## config.mk

```make
export PLATFORM = sky130hd
export DESIGN_NAME = fsm_door_lock
export DESIGN_NICKNAME = d
export VERILOG_FILES = /design/src/rtl/fsm_door_lock_pkg.sv /design/src/rtl/fsm_door_lock_press_detect.sv /design/src/rtl/fsm_door_lock.sv
export SDC_FILE = /design/constraint.sdc
export NUM_CORES = 1
export LEC_CHECK = 0
export BUFFER_PORTS_ARGS = -buffer_cell sky130_fd_sc_hd__buf_2
export CORE_AREA = 2 2 39 41
export CTS_CLUSTER_DIAMETER = 150
export CTS_CLUSTER_SIZE = 12
export DETAILED_ROUTE_END_ITERATION = 6
export DIE_AREA = 0 0 41 43
export PLACE_DENSITY_LB_ADDON = 0.2
export SLEW_MARGIN = 20
export SYNTH_ARGS = -nofsm -noshare
export SYNTH_HDL_FRONTEND = slang
export SYNTH_SLANG_ARGS = --single-unit
```

## constraint.sdc

```tcl
create_clock -name clock -period 4.1 [get_ports clock]
set_clock_uncertainty 0.2 [all_clocks]
set_input_delay 0.615 -clock clock [delete_from_list [all_inputs] [get_ports clock]]
set_output_delay 0.615 -clock clock [all_outputs]
set_load 0.01 [all_outputs]
```

## src/rtl/fsm_door_lock_pkg.sv

```systemverilog
// Shared types for the push-button combination lock.
package fsm_door_pkg;

  // Lock FSM states; 4-bit encoding leaves room for future states.
  typedef enum logic [3:0] {
    StIdle     = 4'd0,
    StFirstOk  = 4'd1,
    StFirstBad = 4'd2,
    StOpen     = 4'd3,
    StWrong    = 4'd4,
    StAlarm    = 4'd5
  } state_t;

  // Button symbol; zero means no button held.
  typedef logic [1:0] sym_t;

  localparam sym_t SYM_NONE = 2'd0;

endpackage

```

## src/rtl/fsm_door_lock_press_detect.sv

```systemverilog
// Button press detector: a press is the idle-to-nonzero transition of the button bus.
// A slide between two non-zero symbols and a held button produce no extra press.
module press_detect
  import fsm_door_pkg::*;
(
  input  logic       clock,
  input  logic       clear,
  input  logic [1:0] bn,
  output logic       press,
  output logic [1:0] symbol
);

  sym_t bn_prev_q;

  // Remember last sampled button value for edge detection.
  always_ff @(posedge clock) begin
    if (clear) begin
      bn_prev_q <= SYM_NONE;
    end else begin
      bn_prev_q <= bn;
    end
  end

  // Press only when leaving the all-released state.
  always_comb begin
    press  = (bn != SYM_NONE) && (bn_prev_q == SYM_NONE);
    symbol = bn;
  end

endmodule

```

## src/rtl/fsm_door_lock.sv

```systemverilog
// Two-symbol combination lock with wrong-attempt counter and alarm lockout.
// Optional feature macro: AUTO_RELOCK_EN (OPEN times out after RELOCK_CYCLES clocks).
module fsm_door_lock
  import fsm_door_pkg::*;
#(
  parameter logic [1:0]  CODE0         = 2'b11,
  parameter logic [1:0]  CODE1         = 2'b11,
  parameter int unsigned MAX_WRONG     = 3,
  parameter int unsigned RELOCK_CYCLES = 16
) (
  input  logic       clock,
  input  logic       clear,
  input  logic [2:1] bn,
  output logic       LED_right,
  output logic       LED_wrong,
  output logic       Buzzer
);

  localparam logic [2:0] MaxWrong = 3'(MAX_WRONG);
  localparam logic [1:0] WrongSat = 2'(MAX_WRONG);

  logic       press;
  logic [1:0] symbol;
  logic       fail;

  state_t     state_q, state_d;
  logic [1:0] wrong_cnt_q, wrong_cnt_d;
  logic       led_right_q, led_wrong_q, buzzer_q;

  press_detect u_press_detect (
    .clock  (clock),
    .clear  (clear),
    .bn     (bn),
    .press  (press),
    .symbol (symbol)
  );

`ifdef AUTO_RELOCK_EN
  localparam int unsigned RelockW = (RELOCK_CYCLES > 1) ? $clog2(RELOCK_CYCLES) : 1;
  localparam logic [RelockW-1:0] RelockLoad = RelockW'(RELOCK_CYCLES - 1);

  logic [RelockW-1:0] relock_q, relock_d;

  // Relock timer: load on entry to OPEN, count down while OPEN.
  always_comb begin
    relock_d = relock_q;
    if ((state_d == StOpen) && (state_q != StOpen)) begin
      relock_d = RelockLoad;
    end else if ((state_q == StOpen) && (relock_q != '0)) begin
      relock_d = relock_q - 1'b1;
    end
  end

  // Relock timer register.
  always_ff @(posedge clock) begin
    if (clear) begin
      relock_q <= '0;
    end else begin
      relock_q <= relock_d;
    end
  end
`else
  // Relock hold time is meaningless without the timer.
  logic unused_relock;
  assign unused_relock = ^RELOCK_CYCLES;
`endif

  // Next-state and wrong-attempt bookkeeping.
  always_comb begin
    state_d     = state_q;
    wrong_cnt_d = wrong_cnt_q;
    fail        = 1'b0;
    unique case (state_q)
      StIdle, StOpen, StWrong: begin
        if (press) begin
          state_d = (symbol == CODE0) ? StFirstOk : StFirstBad;
        end
`ifdef AUTO_RELOCK_EN
        else if ((state_q == StOpen) && (relock_q == '0)) begin
          state_d = StIdle;
        end
`endif
      end
      StFirstOk: begin
        if (press) begin
          if (symbol == CODE1) begin
            state_d = StOpen;
          end else begin
            fail = 1'b1;
          end
        end
      end
      StFirstBad: begin
        if (press) begin
          fail = 1'b1;
        end
      end
      StAlarm: begin
        state_d = StAlarm;
      end
      default: begin
        state_d = StIdle;
      end
    endcase

    // Counter saturates at MAX_WRONG when the lockout is reached.
    if (fail) begin
      if (({1'b0, wrong_cnt_q} + 3'd1) >= MaxWrong) begin
        state_d     = StAlarm;
        wrong_cnt_d = WrongSat;
      end else begin
        state_d     = StWrong;
        wrong_cnt_d = wrong_cnt_q + 2'd1;
      end
    end

    if (state_d == StOpen) begin
      wrong_cnt_d = '0;
    end
  end

  // State, counter and Moore output registers; outputs follow the next state.
  always_ff @(posedge clock) begin
    if (clear) begin
      state_q     <= StIdle;
      wrong_cnt_q <= '0;
      led_right_q <= 1'b0;
      led_wrong_q <= 1'b0;
      buzzer_q    <= 1'b0;
    end else begin
      state_q     <= state_d;
      wrong_cnt_q <= wrong_cnt_d;
      led_right_q <= (state_d == StOpen);
      led_wrong_q <= (state_d == StWrong) || (state_d == StAlarm);
      buzzer_q    <= (state_d == StAlarm);
    end
  end

  assign LED_right = led_right_q;
  assign LED_wrong = led_wrong_q;
  assign Buzzer    = buzzer_q;

endmodule

```

; Yosys cells after proc, flatten, opt, wreduce, memory -nomap -nowiden
; Index checks and enable logic that the tools add are counted.
; W data, S select, Z words.
[classes]
addsub = 2
magnitude_cmp = 1
eq_ne = 9
n_mux = 12
n_reduce_logical = 7
[op_table]
columns = op, n
row1 = $eq A4 B3 Y1 const B, 4
row2 = $mux W4, 4
row3 = $pmux W4 S4, 1
row4 = $eq A4 B2 Y1 const B, 3
row5 = $eq A4 B1 Y1 const B, 1
row6 = $logic_not A4 Y1, 1
row7 = $mux W1, 4
row8 = $mux W2, 2
row9 = $add A2 B1 Y3 const B, 1
row10 = $ge A3 B2 Y1 const B, 1
row11 = $reduce_or A3 Y1, 1
row12 = $add A2 B1 Y2 const B, 1
row13 = $eq A2 B2 Y1 const B, 1
row14 = $logic_not A2 Y1, 1
row15 = $pmux W1 S2, 1
row16 = $reduce_bool A2 Y1, 1
row17 = $reduce_or A2 Y1, 1
row18 = $logic_and A1 B1 Y1, 1
row19 = $logic_or A1 B1 Y1, 1
[totals]
reg_bits = 11
input_bits = 4
output_inout_bits = 3
wordCells = 37

; Logic depth before layout (Yosys ltp)
[depth]
ltp_word = 7
mapped_depth = 6
depth_no_buf = 5

; Hierarchy
; From an unflattened synthesis, not the netlist that was laid out.
[unflattened]
hier_cells = 50
hier_area_um2 = 501.7
[by_module_without_submodules]
columns = mod, instances, cells_per_inst, area_each_um2
row1 = fsm_door_lock, 1, 42, 420.4
row2 = press_detect, 1, 8, 81.3

; Worst setup path before layout
; OpenSTA, ideal clock, no wires.
[synth_path]
path_kind = input-to-reg
start = input port bn[1] (netlist bit)
end = register wrong_cnt_q[0]
setup_time_ps = 132
arrival_time_ps = 1583
required_time_ps = 3768
setup_slack_ps = 2185
stages = 5
n_path_buf = 0
cell_sequence = a21oi_2 -> mux2i_2 -> or4_4 -> nor3b_1 -> nor4_1
[synth_between]
elab_chain_cells = 7
[synth_rtl]
columns = item, line
row1 = "start, declared", fsm_door_lock.sv:13  ; input logic [2:1] bn,
row2 = $eq A2 B2 Y1 or $reduce_bool A2 Y1 (tied branches), "fsm_door_lock.sv:76, fsm_door_lock.sv:86, fsm_door_lock_press_detect.sv:26"
row3 = "$mux W4, or another cell as far along", fsm_door_lock.sv:86  ; if (symbol == CODE1) begin
row4 = "$mux W4, or another cell as far along", fsm_door_lock.sv:85  ; if (press) begin
row5 = $pmux W4 S4 or $pmux W1 S2 (tied branches), fsm_door_lock.sv:73  ; unique case (state_q)
row6 = $mux W4, fsm_door_lock.sv:107  ; if (fail) begin
row7 = $eq A4 B2 Y1, fsm_door_lock.sv:117  ; if (state_d == StOpen) begin
row8 = $reduce_or A2 Y1 (no line), --
row9 = "end signal, assigned", fsm_door_lock.sv:132  ; wrong_cnt_q <= wrong_cnt_d;
row10 = "end, declared", fsm_door_lock.sv:27  ; logic [1:0] wrong_cnt_q, wrong_cnt_d;
; Parallel ways exist; a longest one is shown, timed or not.
; A chain may end at the register's enable or synchronous reset.

; Worst setup path in the final report
; Same ends and word-level chain as after synthesis.

==> results.tsv <==
metric	value	unit
area of the multi-input gates	246	sq um
CTS Root Cell	clkbuf_4	
status	complete, no violations	
Vias/cell	5.41	
Pre-Repair DR Iteration Count	4	
leakage	0.191	nW
Tcrit/Tclk final	45.3	%
kind of start point of the critical path	input pin	
chip width	41	um
CTS tree	done	
Hold Crit Class	reg -> reg	
Pwr Density	379	nW/um^2
synthesis-stage register bit count	11	
Hold Violations, Final	0	
Die ar.	1760	sq um
Final HPWL DP	636	um
synth warn	0	
average wire per standard cell	11.6	um
DR iter-0 viols	10	
fin cells	75	
Syn Area/Cell	9.48	sq um
CP max FO	6	
share of layout cells above drive strength 1	23.7	%
latest clock arrival within the worst-skew pair	0.27	ns
Seq/Total Area, Yosys	46.4	%
worst path arrival time	1.80	ns
Inst Count DP	71	
final setup violation count	0	
crit end category	flop	
GRT overflow	0	
antenna-violating nets left	0	
area grow syn2layout	14.5	%
area leader, netlist	dfxtp_1	
post-cts sizing count	0	
register area	220	sq um
first-pass GRT wire length	1.52	mm
Placeable Area	1380	sq um
initial core utilization	34.3	%
Max Cap Viol	0	
type of the worst setup path	in -> reg	
Post-Syn Area	474	sq um
final count of pins violating max slew	0	
TritonCTS sink count	11	
Peak supply drop	0.000135	V
syn_nets	54	
overall power	0.206	mW
final WL	872	um
dominant cells by area after synthesis	dfxtp_1, nor2b_1, nor2_1	
Clock transition at path regs	0.06	ns
Max clock buf depth	2	
RSZ-0062 raised after global routing	no	
routability cong.	0.859	
Boundary Pins	7	
Netlist cell types	26	
Fmax	538	MHz
H-tree depth	1	
hold_buf cts	0	
Layout Nets	64	
CTS Buf Count	3	
Fillers	138	
Period minus WS final	1.86	ns
share of the synthesized area in the top cell type	46.4	%
total setup buffers inserted after CTS	0	
vias in the first global route	379	
IO Port Bufs	6	
Residual DRC	0	
total track usage	13.8	%
Die H	43	um
Required @ worst endpoint	4.04	ns
Setup TNS Final	0	ns
FP Rows	14	
via count	406	
largest net degree at the start of global routing	10	
Syn Inst Count	50	
Ant. Diodes	0	
initial antenna violation count	0	
==> routing by layer <==
layer | vias up | part of all wire [%] | global-route usage, %
li1 | 203 | - | -
met1 | 186 | 41 | 15.5
met2 | 13 | 48 | 17.8
met3 | 4 | 6.7 | 6.28
met4 | 0 | 4.4 | 13.3
met5 | - | 0 | 0
==> synth_stat cells <==
library cell,count
nor3_1,1
o21bai_1,1
a21oi_2,2
a2bb2oi_1,1
dfxtp_1,11
o21ai_0,2
buf_4,1
nand3_1,1
o41ai_1,1
nor2_1,5
xnor2_1,1
nor4_1,3
conb_1,1
o22ai_1,1
nor4_2,1
o211ai_1,1
nand4_1,1
a21oi_1,3
o21ai_1,1
nand2_1,2
mux2i_2,1
or4_4,1
and3b_1,1
o21a_1,1
nor3b_1,1
nor2b_1,4
==> cell usage in the layout, fill, tap and decap left out, types with 2 or more instances in the layout <==
cell / n
nor2b_1: 4
nand2_1: 2
a21oi_1: 3
buf_2: 6
nor2_1: 5
dfxtp_1: 11
o21ai_0: 2
clkbuf_4: 3
nor4_1: 3
a21oi_2: 2
==> state kept, by name (all words and copies together) (netlist names) <==
name and flops:
wrong_cnt_q 2, state_q 4, LED_right 1, u_press_detect.bn_prev_q 2
Buzzer 1, LED_wrong 1
==> cells by family (layout without fill, tap and decap cells) <==
| family | count (synthesis) | count (layout) | share of synthesized area, % |
|---|---|---|---|
| compound gates | 14 | 14 | 19.8 |
| xor+xnor | 1 | 1 | 1.85 |
| buf+inv | 1 | 10 | 1.58 |
| flops | 11 | 11 | 46.4 |
| mux | 1 | 1 | 2.90 |
| other cells | 1 | 1 | 0.791 |
| simple gates | 21 | 21 | 26.6 |
==> per-stage QoR <==
step | hold WS [ns] | cell area (sq um) | util, % | setup WS [ns]
after floorplan | 0.278 | 474 | - | 2.19
after global placement | 0.325 | 517 | 37.3 | 1.96
after detailed placement | 0.302 | 517 | 37.3 | 1.96
after CTS | 0.316 | 543 | 39.2 | 2.25
after global routing | 0.337 | 543 | 39.2 | 2.09
final | 0.311 | 543 | 39.2 | 2.24
==> path summary, 6_finish.rpt <==
| path | startpoint | depth (start not counted) | to | slack [ns] |
|---|---|---|---|---|
| min reg2reg | wrong_cnt_q[0]$_SDFFE_PP0N_ | 2 | wrong_cnt_q[0]$_SDFFE_PP0N_ | 0.31 |
| max reg2reg | u_press_detect.bn_prev_q[1]$_SDFF_PP0_ | 5 | wrong_cnt_q[0]$_SDFFE_PP0N_ | 2.28 |
| max | bn[1] | 6 | wrong_cnt_q[0]$_SDFFE_PP0N_ | 2.24 |
| min | wrong_cnt_q[0]$_SDFFE_PP0N_ | 2 | wrong_cnt_q[0]$_SDFFE_PP0N_ | 0.31 |
==> power breakdown <==
part	leakage (nW)	internal [mW]	switching, mW
clock network	0.0150	0.0377	0.0361
logic	0.0862	0.00801	0.0113
registers	0.0897	0.110	0.00305
==> cell type report <==
class | count | area share, %
Clock buffer | 4 | 4.84
Sequential cell | 11 | 40.6
Timing Repair Buffer | 6 | 5.53
Tap cell | 16 | 3.69
Multi-Input combinational cell | 38 | 45.4
==> worst max-delay path: stages <==
cell	delay [ns]
buf_2	0.14
a21oi_2	0.15
mux2i_2	0.10
or4_4	0.52
nor3b_1	0.20
nor4_1	0.07
No activity file was read; power rests on OpenSTA's default activity.
